$ cat config.mk
export PLATFORM = sky130hd
export DESIGN_NAME = seg_scan_display
export DESIGN_NICKNAME = d
export VERILOG_FILES = /design/src/rtl/seg_scan_display.sv
export SDC_FILE = /design/constraint.sdc
export NUM_CORES = 1
export LEC_CHECK = 0
export CAP_MARGIN = 30
export CORE_MARGIN = 4
export CORE_UTILIZATION = 46
export CTS_BUF_LIST = sky130_fd_sc_hd__clkbuf_8
export DETAILED_ROUTE_END_ITERATION = 10
export PLACE_DENSITY = 0.64
export SKIP_LAST_GASP = 1
export SYNTH_ARGS = -nofsm -noshare
export SYNTH_HDL_FRONTEND = slang
export SYNTH_SLANG_ARGS = --single-unit
$ cat constraint.sdc
create_clock -name clk -period 2.35 [get_ports clk]
set_input_delay 0.47 -clock clk [delete_from_list [all_inputs] [get_ports clk]]
set_output_delay 0.47 -clock clk [all_outputs]
set_load 0.05 [all_outputs]
$ cat src/rtl/seg_scan_display.sv
// Four-digit multiplexed seven-segment driver with frame-synchronous display update
// and optional leading-zero blanking. All outputs are registered and active-low.
module seg_scan_display #(
    parameter int C_REFRESH_COUNT = 100000
) (
    input  logic        clk,
    input  logic        rst_n,
    input  logic [15:0] value,
    input  logic        value_valid,
    input  logic        blank_lz,
    output logic [6:0]  seg,
    output logic [3:0]  an,
    output logic        dp
);

    localparam int PW = (C_REFRESH_COUNT > 1) ? $clog2(C_REFRESH_COUNT) : 1;
    localparam logic [PW-1:0] PRESC_MAX = PW'(C_REFRESH_COUNT - 1);

    logic [PW-1:0] prescaler_r;
    logic [1:0]    index_r;
    logic [15:0]   capture_r;
    logic [15:0]   display_r;
    logic [6:0]    seg_r;
    logic [3:0]    an_r;
    logic          dp_r;

    logic          tick_s;
    logic          frame_end_s;
    logic [3:0]    nibble_s;
    logic          blank_s;
    logic [3:0]    an_s;

    // Hex nibble to active-low segment pattern, bit order g..a
    function automatic logic [6:0] hex_to_seg(input logic [3:0] nib);
        logic [6:0] pat;
        case (nib)
            4'h0:    pat = 7'b1000000;
            4'h1:    pat = 7'b1111001;
            4'h2:    pat = 7'b0100100;
            4'h3:    pat = 7'b0110000;
            4'h4:    pat = 7'b0011001;
            4'h5:    pat = 7'b0010010;
            4'h6:    pat = 7'b0000010;
            4'h7:    pat = 7'b1111000;
            4'h8:    pat = 7'b0000000;
            4'h9:    pat = 7'b0010000;
            4'hA:    pat = 7'b0001000;
            4'hB:    pat = 7'b0000011;
            4'hC:    pat = 7'b1000110;
            4'hD:    pat = 7'b0100001;
            4'hE:    pat = 7'b0000110;
            4'hF:    pat = 7'b0001110;
            default: pat = 7'b1111111;
        endcase
        return pat;
    endfunction

    // Slot timing, digit selection and leading-zero blanking decision
    always_comb begin
        tick_s      = (prescaler_r == PRESC_MAX);
        frame_end_s = tick_s && (index_r == 2'd3);
        nibble_s    = display_r[{index_r, 2'b00} +: 4];
        if (blank_lz) begin
            case (index_r)
                2'd0:    blank_s = 1'b0;
                2'd1:    blank_s = (display_r[15:4] == 12'h000);
                2'd2:    blank_s = (display_r[15:8] == 8'h00);
                2'd3:    blank_s = (display_r[15:12] == 4'h0);
                default: blank_s = 1'b0;
            endcase
        end else begin
            blank_s = 1'b0;
        end
        if (blank_s) begin
            an_s = 4'b1111;
        end else begin
            an_s = ~(4'b0001 << index_r);
        end
    end

    // Scan state, capture/display registers and registered pin drivers
    always_ff @(posedge clk) begin
        if (!rst_n) begin
            prescaler_r <= '0;
            index_r     <= 2'd0;
            capture_r   <= 16'h0000;
            display_r   <= 16'h0000;
            seg_r       <= 7'b1111111;
            an_r        <= 4'b1111;
            dp_r        <= 1'b1;
        end else begin
            if (tick_s) begin
                prescaler_r <= '0;
                index_r     <= index_r + 2'd1;
            end else begin
                prescaler_r <= prescaler_r + PW'(1);
            end
            if (value_valid) begin
                capture_r <= value;
            end
            // Display only changes between frames; a same-edge capture shows next frame
            if (frame_end_s) begin
                display_r <= capture_r;
            end
            seg_r <= hex_to_seg(nibble_s);
            an_r  <= an_s;
            dp_r  <= 1'b1;
        end
    end

    assign seg = seg_r;
    assign an  = an_r;
    assign dp  = dp_r;

endmodule

## Word-level counts from Yosys, hierarchy flattened

Memory sizes are Yosys's and may differ from the RTL's. A register that Yosys moved wholly into a read port is not among the register bits.
Cells that the tools add are included.

| storage, ports and cells | value |
|---|---|
| output and inout bits | 12 |
| register bits after elaboration | 55 |
| memory bits (writable) | 0 |
| memories | 1 |
| ROM bits | 112 |
| bits of input ports | 20 |
| bits in latches | 0 |
| word-level logic and storage cells | 26 |

| cells by class | value |
|---|---|
| reductions and logical operators | 8 |
| mux-type cells | 2 |
| shift operators | 2 |
| bitwise logic cells | 2 |
| multiply operators | 0 |
| $lt $le $gt $ge | 0 |
| equal/unequal tests | 4 |
| divide/modulo/power cells | 0 |
| add/sub/neg operators | 2 |

Memory list:

| memory | depth | bits a word | read ports | clocked after Yosys merged registers in | wr ports | RTL line | text |
|---|---|---|---|---|---|---|---|
| (no name shown) | 16 | 7 | 1 | 1 | 0 | 36 | `case (nib)` |

Operator list:

| kind | number |
|---|---|
| $add A17 B1 Y17 const B | 1 |
| $eq A17 B17 Y1 const B | 1 |
| $shiftx A16 B5 Y4 | 1 |
| $logic_not A12 Y1 | 1 |
| $logic_not A8 Y1 | 1 |
| $eq A2 B2 Y1 const B | 2 |
| $logic_not A4 Y1 | 1 |
| $not A4 Y4 | 1 |
| $pmux W1 S4 | 1 |
| $reduce_or A2 Y1 | 2 |
| $shl A1 B2 Y4 const A | 1 |
| $add A2 B1 Y2 const B | 1 |
| $eq A2 B1 Y1 const B | 1 |
| $logic_not A2 Y1 | 1 |
| $logic_and A1 B1 Y1 | 1 |
| $logic_not A1 Y1 | 1 |
| $mux W1 | 1 |
| $not A1 Y1 | 1 |

## Depth between registers and ports, before layout

Gate-level depths: netlist of run 1.

| logic depth | value |
|---|---|
| word-level depth | 4 |
| mapped depth | 8 |
| mapped depth without buffers | 7 |

## Worst setup path after synthesis of run 1

Ideal clock, no wire load.

| path | value |
|---|---|
| path kind | register to register |
| start point | register index_r[0] |
| end point | register seg_r[5] (netlist: seg[5]) |
| arrival time | 1.738 ns |
| period minus slack after synthesis | 1.875 ns |
| slack | 0.475 ns |
| data required time | 2.213 ns |
| stages on the path, launching flop included | 7 |
| library setup time | 0.137 ns |
| path buffers | 1 |
| cell sequence | dfxtp_1 > buf_2 > mux4_2 > ha_1 > mux2_1 > nand2_1 > o311ai_1 |

| on the way | value |
|---|---|
| longest elaborated chain between the ends | 1 |

RTL lines:

| what | RTL line | text |
|---|---|---|
| start: declaration | 20 | `logic [1:0] index_r;` |
| start signal: assignment | 94 | `index_r <= index_r + 2'd1;` |
| $shiftx A16 B5 Y4 | 62 | `nibble_s = display_r[{index_r, 2'b00} +: 4];` |
| end: declaration | 23 | `logic [6:0] seg_r;` |

Every way passes these cells.
A chain may end at the register's enable or synchronous reset.

## Worst setup path in the final report of run 1

Ends and elaborated chain as after synthesis.

==> results.toml, run 1 <==
[run_status]
status = "completed"

[synthesis]
yosysTopAreaCellShare_pct = 43.7
synth.most_common_cell = "dfxtp_1"
synth_edf_count = 0
synth_cells = 285
synth-async-reset-ratio_pct = 0
synth_area_leader_cell = "dfxtp_1"
syn_area_per_cell_sq_um = 9.97
synth_area_leaders = "dfxtp_1, mux2i_1, ha_1"
syn_area_sq_um = 2840
ys_top_cells_by_count = "dfxtp_1, nand2_1, mux2i_1, nor2b_1"
synth_top_flop_cell = "dfxtp_1"
ys_ff_latch = 62
ys_seq_area_share_pct = 43.7
ys_types = 48
synth.net_count = 317
ys_warn_count = 0

[finish]
post-route-util_pct = 56.8
num_antenna_cells = 0
seq_area_sq_um = 1240
multiInputGateArea_sq_um = 1460
finalInstanceArea_sq_um = 3380
fin_nets = 345
finalNonFillerCells = 393
area_delta_synth_final_pct = 19.0
nFillCells = 573
drive_gt1_share_pct = 8.81

[place]
dp_hpwl_um = 3390
dpl-instance-area_sq_um = 3150
io_buffers = 30
preCtsSetupSlack_ns = 0.371
gp_congestion = 0.815
dp.cells = 377

[floorplan]
ios = 32
core.rowCount = 28
design.die.area_sq_um = 7500
die_width_um = 86.6
core_region_area_sq_um = 5960
die_h_um = 86.6
start_util_pct = 47.7

[setup_path]
start_kind = "flop"
critPathCaptureType = "flop"
crit_path_max_fanout = 7
critical_path_class = "flop to flop"
crit_arrival_ns = 2.20
cp_data_required_time_ns = 2.55

[run]
drv_cap = 0

[global_routing]
grt_max_degree = 33
first_global_vias = 1895
grt_overflow = 0
grt_pass1_wl_um = 8680
antenna_found_initial = 0
grt.total_usage_pct = 14.7

[timing]
fin_setup_tns_ns = 0
hold_viol = 0
setup_slack_ns = 0.352
finalCritPeriodShare_pct = 85.0
finClkSkew_ns = 0.00587
whs_ns = 0.441
drv_slew = 0
setup-violations-final = 0
slew_headroom_pct = 66.5
min_period_ns = 2.00
tightestPinTransition_ns = 0.502
rsz0062_at_grt = "false"
max_freq_ghz = 0.501

[cts]
cts.sinks = 62
postCtsHoldBufs = 0
clk_latency_ns = 0.33
cts_root_buf = "clkbuf_8"
post_cts_buffers = 0
cts_made_buffers = 9
path_clk_slew_ns = 0.06
cts_max_path_buffers = 2
htreeDepth = 3
cts_tree = "built"
cts_resized = 0

[route]
first_pass_iters = 4
finalWirelength_um = 4920
drc_errors = 0
routed_via_density = 5.04
drt-wirelength-per-cell_um = 12.5
drt_iter0_markers = 105
vias = 1981
postRouteAntennaNets = 0

[power_and_ir_drop]
p_per_area_nw_per_um2 = 686
power.total_mw = 2.32
power.leakage_nw = 1.28
ir_worst_vdd_v = 0.000346

[min_path]
hp-class = "flop to flop"
[layout by cell type (no fill, tap or decap), drive strengths merged, types with 3 or more instances in the layout]
cell type      count
ha                12
o211ai             6
mux4               4
mux2i             36
bufinv             3
nand3              8
nand2b             3
a21oi              6
clkdlybuf4s50     29
and2               5
and3               4
nor4               3
buf                6
nor2b             17
nor2              12
nand2             39
xor2               9
inv               10
clkbuf             9
nand4              6
o21ai              3
dfxtp             62
[routing by layer]
metal,track usage (%),routed length (um),up-vias
met5,0,0,-
met4,6.80,84,0
met3,4.94,239,6
met2,20.4,1980,37
met1,20.5,2620,895
li1,-,-,1043
[registers in the layout, indices dropped and copies added, names as in the netlist]
signal       count
capture_r       16
an               4
display_r       16
seg              7
prescaler_r     17
index_r          2
[final timing paths]
| kind | start | endpoint | slack (ns) | cells past startpoint |
|---|---|---|---|---|
| worst min register to register | prescaler_r[0]$_SDFF_PP0_ | prescaler_r[0]$_SDFF_PP0_ | 0.44 | 1 |
| worst max-delay path | index_r[0]$_SDFFE_PN0P_ | seg[5]$_SDFF_PN1_ | 0.35 | 5 |
| worst max register to register | index_r[0]$_SDFFE_PN0P_ | seg[5]$_SDFF_PN1_ | 0.35 | 5 |
| worst min-delay path | prescaler_r[0]$_SDFF_PP0_ | prescaler_r[0]$_SDFF_PP0_ | 0.44 | 1 |
[area by class of cell]
class / instances / area share [%]
clock buffer: 9 / 3.66
clock inverter: 7 / 3.14
multi-input combinational: 198 / 43.1
timing repair buffer: 35 / 9.84
sequential: 62 / 36.7
tap: 75 / 2.77
inverter: 7 / 0.777
[worst max-delay path, stage by stage (launching register included)]
cell	delay, ns
dfxtp_1	0.53
mux4_2	0.62
ha_1	0.27
mux2_1	0.29
nand2_1	0.07
o311ai_1	0.09
[cells by family (layout without fill, tap and decap cells)]
family / Yosys count / after routing / share of synthesized area (%)
xor+xnor: 11 / 11 / 3.39
compound gates: 24 / 24 / 5.77
other cells: 1 / 1 / 0.132
buf+inv: 25 / 58 / 5.02
mux: 41 / 41 / 16.2
flops: 62 / 62 / 43.7
simple gates: 109 / 109 / 20.5
fa+ha+maj: 12 / 12 / 5.28
[power by group]
part / switching (mW) / internal (mW) / total [mW]
Combinational: 0.0745 / 0.0706 / 0.145
Clock: 0.393 / 0.691 / 1.08
Sequential: 0.0125 / 1.08 / 1.09
Total: 0.480 / 1.84 / 2.32
(Power assumes the default switching activity.)
==> run 2, diff against run 1 <==
--- a/config.mk
+++ b/config.mk
@@ -6,6 +6,7 @@
 export NUM_CORES = 1
 export LEC_CHECK = 0
 export CAP_MARGIN = 30
+export CORE_ASPECT_RATIO = 1.4
 export CORE_MARGIN = 4
 export CORE_UTILIZATION = 46
 export CTS_BUF_LIST = sky130_fd_sc_hd__clkbuf_8
==> results.toml, run 2 (same netlist as run 1, synthesis figures left out) <==
[setup_path]
cp_slowest_cell = "mux4_2"
crit_arrival_ns = 2.22
cp_cell_sequence = "mux4_2, ha_1, mux2_1, nand2_1, o311ai_1"
cp_data_required_time_ns = 2.56
ff2ff_setup_slack_ns = 0.34
crit_family = "multiplexers"
cp_num_buf_inv = 0
critical_path_class = "flop to flop"
critPathCaptureType = "flop"
start_kind = "flop"
crit_path_max_fanout = 7
cpPeakStageDelay_ns = 0.62

[floorplan]
die_h_um = 101
start_util_pct = 47.8
core_region_area_sq_um = 5950
core.rowCount = 33
die_width_um = 74.4
design.die.area_sq_um = 7520
ios = 32

[timing]
hold_viol = 0
setup_slack_ns = 0.344
slew_headroom_pct = 65.8
tightestPinTransition_ns = 0.512
finClkSkew_ns = 0.00746
setup-violations-final = 0
max_freq_ghz = 0.498
min_period_ns = 2.01
drv_slew = 0
fin_setup_tns_ns = 0
finalCritPeriodShare_pct = 85.4
rsz0062_at_grt = "false"

[cts]
cts_resized = 0
cts_max_path_buffers = 2
cts.sinks = 62
post_cts_buffers = 0
htreeDepth = 3
cts_made_buffers = 9
clk_latency_ns = 0.34
path_clk_slew_ns = 0.07
cts_root_buf = "clkbuf_8"
postCtsHoldBufs = 0
cts_tree = "built"

[finish]
drive_gt1_share_pct = 9.75
layout_common_cells = "dfxtp_1, nand2_1, mux2i_1"
post-route-util_pct = 57.2
final_common_cell = "dfxtp_1"
regMostFlops = "prescaler_r"
finalNonFillerCells = 388
area_delta_synth_final_pct = 19.6
largest_reg_flops = 17
fin_nets = 345
num_antenna_cells = 0
top_regs = "prescaler_r: 17 flops, capture_r: 16 flops, display_r: 16 flops"

[route]
routed_via_density = 5.25
finalWirelength_um = 5150
vias = 2036
first_pass_iters = 4
drt-wirelength-per-cell_um = 13.3
drt_iter0_markers = 87
drc_errors = 0
postRouteAntennaNets = 0

[place]
preCtsSetupSlack_ns = 0.362
gp_congestion = 0.865
dp.cells = 372
io_buffers = 30
dp_hpwl_um = 3690

[global_routing]
first_global_vias = 1925
grt_max_degree = 41
grt.total_usage_pct = 14.7
antenna_found_initial = 0
grt_overflow = 0
grt_pass1_wl_um = 8470

[min_path]
hp-class = "flop to flop"

[run_status]
status = "completed"

[power_and_ir_drop]
p_per_area_nw_per_um2 = 701
ir_worst_vdd_v = 0.000358
power.leakage_nw = 1.28

[run]
drv_cap = 0
==> run 2: per-stage QoR <==
step,instance area (sq um),total power [mW],hold slack (ns)
6_report,3400,2.38,0.436
5_1_grt,3400,2.47,0.469
4_1_cts,3400,2.41,0.443
3_5_place_dp,3150,1.26,0.433
3_3_place_gp,3150,1.26,0.423
2_1_floorplan,2840,1.20,0.413
==> run 2: area by class of cell <==
type / count / area (sq um)
clock buffers: 14 / 193
flip-flops and latches: 62 / 1240
inverters: 7 / 26.3
fillers: 540 / 2550
repair buffers: 35 / 333
clock inverters: 2 / 60.1
well taps: 70 / 87.6
multi-input cells: 198 / 1460
==> run 2: routing by layer <==
layer,global-route usage (%),part of all wire [%],up-vias,wire (um)
met2,24.6,50,37,2570
met4,8.36,2.0,0,105
met3,4.29,4.4,10,227
li1,-,-,1039,-
met1,16.3,44,950,2250
met5,0,0,-,0
==> run 2: path summary, 6_finish.rpt <==
check	startpoint	endpoint	cells after the start
worst max-delay path	index_r[0]$_SDFFE_PN0P_	seg[5]$_SDFF_PN1_	5
worst min-delay path	prescaler_r[0]$_SDFF_PP0_	prescaler_r[0]$_SDFF_PP0_	1
worst max register to register	index_r[0]$_SDFFE_PN0P_	seg[5]$_SDFF_PN1_	5
worst min register to register	prescaler_r[0]$_SDFF_PP0_	prescaler_r[0]$_SDFF_PP0_	1
==> run 2: power breakdown <==
| part | internal [mW] | leakage, nW | switching, mW |
|---|---|---|---|
| Clock | 0.742 | 0.129 | 0.403 |
| Combinational | 0.0708 | 0.646 | 0.0747 |
| Sequential | 1.08 | 0.506 | 0.0127 |
==> run 2: worst register-to-register path, cell delays in order (launching register included) <==
cell and delay, ns:
dfxtp_1 0.52, mux4_2 0.62, ha_1 0.27, mux2_1 0.31, nand2_1 0.07, o311ai_1 0.09
==> run 3, diff against run 2 <==
--- a/config.mk
+++ b/config.mk
@@ -10,6 +10,7 @@
 export CORE_MARGIN = 4
 export CORE_UTILIZATION = 46
 export CTS_BUF_LIST = sky130_fd_sc_hd__clkbuf_8
+export CTS_CLUSTER_DIAMETER = 120
 export DETAILED_ROUTE_END_ITERATION = 10
 export PLACE_DENSITY = 0.64
 export SKIP_LAST_GASP = 1
==> constraint.sdc (replaced) <==
create_clock -name clk -period 2.35 [get_ports clk]
set_input_delay 0.235 -clock clk [delete_from_list [all_inputs] [get_ports clk]]
set_output_delay 0.235 -clock clk [all_outputs]
set_load 0.05 [all_outputs]
==> results.toml, run 3 (same netlist as run 1, synthesis figures left out) <==
[place]
io_buffers = 30
dp_hpwl_um = 3600
gp_congestion = 0.784
preCtsSetupSlack_ns = 0.352
dp.cells = 372

[setup_path]
cp_cell_sequence = "mux4_2, inv_1, ha_1, inv_1, mux2i_1, nor3b_1, a31oi_1"
crit_path_max_fanout = 7
cpPeakStageDelay_ns = 0.62
path_common_cell = "inv_1"
critPathCaptureType = "flop"
cp_slowest_cell = "mux4_2"
cp_data_required_time_ns = 2.60
critical_path_class = "flop to flop"
start_kind = "flop"
crit_arrival_ns = 2.25

[floorplan]
ios = 32
core.rowCount = 33
die_h_um = 101
die_width_um = 74.4
design.die.area_sq_um = 7520
start_util_pct = 47.8
core_region_area_sq_um = 5950

[route]
drt-wirelength-per-cell_um = 13.1
finalWirelength_um = 5060
routed_via_density = 5.18
drc_errors = 0
postRouteAntennaNets = 0
drt_iter0_markers = 95
first_pass_iters = 4
vias = 2006

[power_and_ir_drop]
switchingPower_uw = 480
p_int_mw = 1.65
switching_share_pct = 22.5
p_per_area_nw_per_um2 = 640
power.leakage_nw = 1.25
comb_power_share_pct = 6.8
p_seq_share_pct = 51.1
power.total_mw = 2.13
ir_worst_vdd_v = 0.000549
power.share.clock_pct = 42.1

[timing]
max_freq_ghz = 0.502
min_period_ns = 1.99
drv_slew = 0
setup-violations-final = 0
hold_viol = 0
finalCritPeriodShare_pct = 84.8
rsz0062_at_grt = "false"
fin_setup_tns_ns = 0
setup_slack_ns = 0.356
tightestPinTransition_ns = 0.563
finClkSkew_ns = 0.00670
slew_headroom_pct = 62.4

[cts]
htreeDepth = 3
cts.sinks = 62
cts_tree = "built"
post_cts_buffers = 0
cts_root_buf = "clkbuf_8"
clk_latency_ns = 0.33
postCtsHoldBufs = 0
cts_resized = 0
cts_made_buffers = 9
path_clk_slew_ns = 0.07
cts_max_path_buffers = 2

[global_routing]
grt_overflow = 0
grt_max_degree = 65
first_global_vias = 1976
antenna_found_initial = 0
grt.total_usage_pct = 15.2
grt_pass1_wl_um = 8810

[finish]
final_common_cell = "dfxtp_1"
num_antenna_cells = 0
drive_gt1_share_pct = 9.46
finalNonFillerCells = 387
fin_nets = 345
layout_common_cells = "dfxtp_1, nand2_1, mux2i_1"
top_regs = "prescaler_r: 17 flops, capture_r: 16 flops, display_r: 16 flops"
regMostFlops = "prescaler_r"
area_delta_synth_final_pct = 17.3
largest_reg_flops = 17

[run]
drv_cap = 0

[run_status]
status = "completed"

[min_path]
hp-class = "flop to flop"
## run 3: cell types whose count changed in the layout (fill, tap and decap cells not counted), sizes merged
cell	previous run	this run
bufinv	2	1
clkbuf	14	10
clkinv	0	4
## run 3: critical path, delay by kind of cell (launching register included)
| kind | cells | cell delay, ns |
|---|---|---|
| multiplexers | 2 | 0.75 |
| flip-flops | 1 | 0.52 |
| buffers and inverters | 2 | 0.24 |
| adder cells (fa/ha/maj) | 1 | 0.20 |
| AO/OA/AOI/OAI | 1 | 0.15 |
| AND/OR/NAND/NOR | 1 | 0.06 |
## run 3: worst paths after layout
kind	start	to	slack, ns	cells past startpoint
setup reg to reg	index_r[0]$_SDFFE_PN0P_	seg[3]$_SDFF_PN1_	0.36	7
hold reg to reg	prescaler_r[0]$_SDFF_PP0_	prescaler_r[0]$_SDFF_PP0_	0.44	1
setup / recovery	index_r[0]$_SDFFE_PN0P_	seg[3]$_SDFF_PN1_	0.36	7
hold / removal	prescaler_r[0]$_SDFF_PP0_	prescaler_r[0]$_SDFF_PP0_	0.44	1
## run 3: per-stage QoR
step | instance area, sq um | util, % | hold slack [ns]
floorplan | 2840 | - | 0.404
global placement | 3150 | 52.9 | 0.424
detailed placement | 3150 | 52.9 | 0.433
CTS | 3330 | 56.1 | 0.442
global route | 3330 | 56.1 | 0.466
finish | 3330 | 56.1 | 0.438
## run 3: layer usage
metal	share of wire, %	GRT usage (%)	up-vias	routed length, um
met2	46	23.0	44	2350
met1	45	18.2	903	2290
met3	4.1	4.99	19	208
li1	-	-	1040	-
met5	0	0	-	0
met4	4.1	9.86	0	210
## run 3: power groups by stage
| stage | clock (mW) | sequential (mW) | combinational (mW) |
|---|---|---|---|
| 2_1_floorplan | 0 | 1.13 | 0.0694 |
| 3_3_place_gp | 0 | 1.11 | 0.146 |
| 3_5_place_dp | 0 | 1.11 | 0.147 |
| 4_1_cts | 0.933 | 1.09 | 0.148 |
| 5_1_grt | 0.986 | 1.09 | 0.159 |
| 6_report | 0.898 | 1.09 | 0.145 |
## run 3: final cells by class
cell class,instances,area [sq um]
clock buffer,10,138
clock inverter,5,50.0
fill,533,2610
inverter,7,26.3
multi-input combinational,198,1460
sequential,62,1240
tap,70,87.6
timing repair buffer,35,333
==> patch, RTL diff (flow settings as in run 3) <==
Change the parameter `C_REFRESH_COUNT` from 100000 to 25000.
--- a/src/rtl/seg_scan_display.sv
+++ b/src/rtl/seg_scan_display.sv
@@ -3,3 +3,3 @@
 module seg_scan_display #(
-    parameter int C_REFRESH_COUNT = 100000
+    parameter int C_REFRESH_COUNT = 25000
 ) (
Function: same outputs for any inputs over 10 cycles, from zero or initial values and one cycle with rst_n low; that may be too few to reach the edited logic, so the function may still have changed.
==> patch against run 3 <==
- synthesized area fell by 7.1%
- largest power group unchanged
- largest cell class unchanged
- critical endpoint is now seg[5]
- final area fell by 5.3%
- first-iteration DRC count rose by 48%
- power fell by 4.5%
- sequential cell count fell by 2
- wire length fell by 1.1%
- setup slack got worse by 0.052 ns
==> patch: results (changes against run 3) <==
Met3 track demand over resource in global routing: 0.05694 (+0.007036). For the number of nets in the final layout, the log shows 341 (-1.2%). The setup clock skew after layout is 0.006689 ns (-0.00001402 ns). For the setup slack on the worst flop-to-flop path, the log shows 0.30 ns (-0.05 ns). The total global-route track usage came out at 0.1541 (+0.001999). The global-route wire length before repair was 8604 um (-2.3%). Share of the synthesized area in compound gates (AO/OA/AOI/OAI): 0.1066 (+0.04898).

The synthesized-area fraction occupied by adder cells was 0.05687 (+0.004055); the number of global-route vias before repair was 1,909 (-3.4%). The total detailed-routing wirelength was 5008 um (-1.1%); the cell count of the worst reg-to-reg path was 5 (-2). The run gives 9 (unchanged) as the number of buffers created by CTS.

By area the synthesized netlist is led by sky130_fd_sc_hd__dfxtp_1, sky130_fd_sc_hd__mux2i_1, sky130_fd_sc_hd__ha_1, sky130_fd_sc_hd__nor2_1, sky130_fd_sc_hd__nand3_1. The cell count after placement came out at 366 (-1.6%). Met1 track utilization from global routing: 0.1808 (-0.0009433).

The run gives 38 (-21%) as the number of distinct library cell variants in the gate-level netlist after synthesis. The mux share of post-synthesis cell area is 0.1081 (-0.05436). The maximum fanout encountered on the critical timing path came out at 8 (+1). The tools report the standard-cell row count as 32 (-3.0%).

Worst supply voltage drop on vdd: 0.4170 mV (-24%). The run gives 382 (-1.3%) as the number of non-filler instances in the completed layout. The setup path with the least slack is of type flop to flop. Share of final-layout standard cells stronger than drive strength 1: 0.09554 (+0.0009042).

Measured slew at the worst slew-check pin: 0.5058 ns (-0.05762 ns). The commonest cells after synthesis are sky130_fd_sc_hd__dfxtp_1, sky130_fd_sc_hd__nor2_1, sky130_fd_sc_hd__nand3_1. The flow ran to the end, and the final reports show no timing, DRC or antenna violations. The DRC violation total after the first TritonRoute iteration is 141 (+48%). The leakage dissipation was 1.143 nW (-8.9%).

The run gives 0 (unchanged) as the count of antenna diodes in the layout. The worst register-to-register path ends at seg[5]. For the count of TritonRoute iterations in the first routing pass, the log shows 6 (+2). Share of the synthesized netlist area taken by xor and xnor gates: 0.04645 (+0.01255). The largest registers in the layout are capture_r (16), display_r (16), prescaler_r (15). The met2 track demand over resource was 0.2465 (+0.01694). The run gives 312 (-1.6%) as the net count after synthesis. The run gives 36 (-45%) as the maximum number of pins on one net before global-route repair. The proportion of synthesized chip area in sequential cells came out at 0.4550 (+0.01836). The total vias in the final route came out at 2,016 (+0.50%).

Routability congestion estimate from global placement: 0.8785 (+12%).
-- patch: worst register-to-register path, stage by stage (launching register included) --
cell	delay, ns
sky130_fd_sc_hd__dfxtp_1	0.57
sky130_fd_sc_hd__mux4_2	0.62
sky130_fd_sc_hd__ha_1	0.27
sky130_fd_sc_hd__mux2_4	0.27
sky130_fd_sc_hd__nand2_1	0.08
sky130_fd_sc_hd__o311ai_2	0.09
-- patch: layout make-up --
class                      instances  area, sq um  area share
multi-input combinational        194         1311      0.4154
sequential                        60         1201      0.3805
timing repair buffer              35        337.8      0.1070
clock buffer                      12        165.2     0.05232
tap                               68        85.08     0.02695
inverter                           9        33.78     0.01070
clock inverter                     4        22.52    0.007134
-- patch: logic make-up after synthesis --
group / Yosys count
compound gates: 49
xor+xnor: 14
fa+ha+maj: 12
buf+inv: 26
flops: 60
mux: 23
other cells: 1
simple gates: 95
-- patch: metrics by stage --
step	instance area (sq um)	worst slack, ns	utilization	hold WS (ns)
3_5_place_dp	2969	0.3151	0.5374	0.4381
2_1_floorplan	2640	0.4951	-	0.3821
5_1_grt	3157	0.1736	0.5713	0.4913
3_3_place_gp	2969	0.3474	0.5374	0.4280
6_report	3157	0.3047	0.5713	0.4474
4_1_cts	3157	0.3017	0.5713	0.4537
-- patch: report_power, final --
| group | internal (W) | switching [W] |
|---|---|---|
| Clock | 0.000463 | 0.000387 |
| Combinational | 0.0000633 | 0.0000677 |
| Sequential | 0.00104 | 0.0000132 |
-- patch: per-layer routing --
layer  wire length (um)  share of wire  vias up
li1                   -              -     1036
met1               2186           0.44      918
met2               2448           0.49       48
met3                253          0.051       14
met4                120          0.024        0
met5                  0              0        -
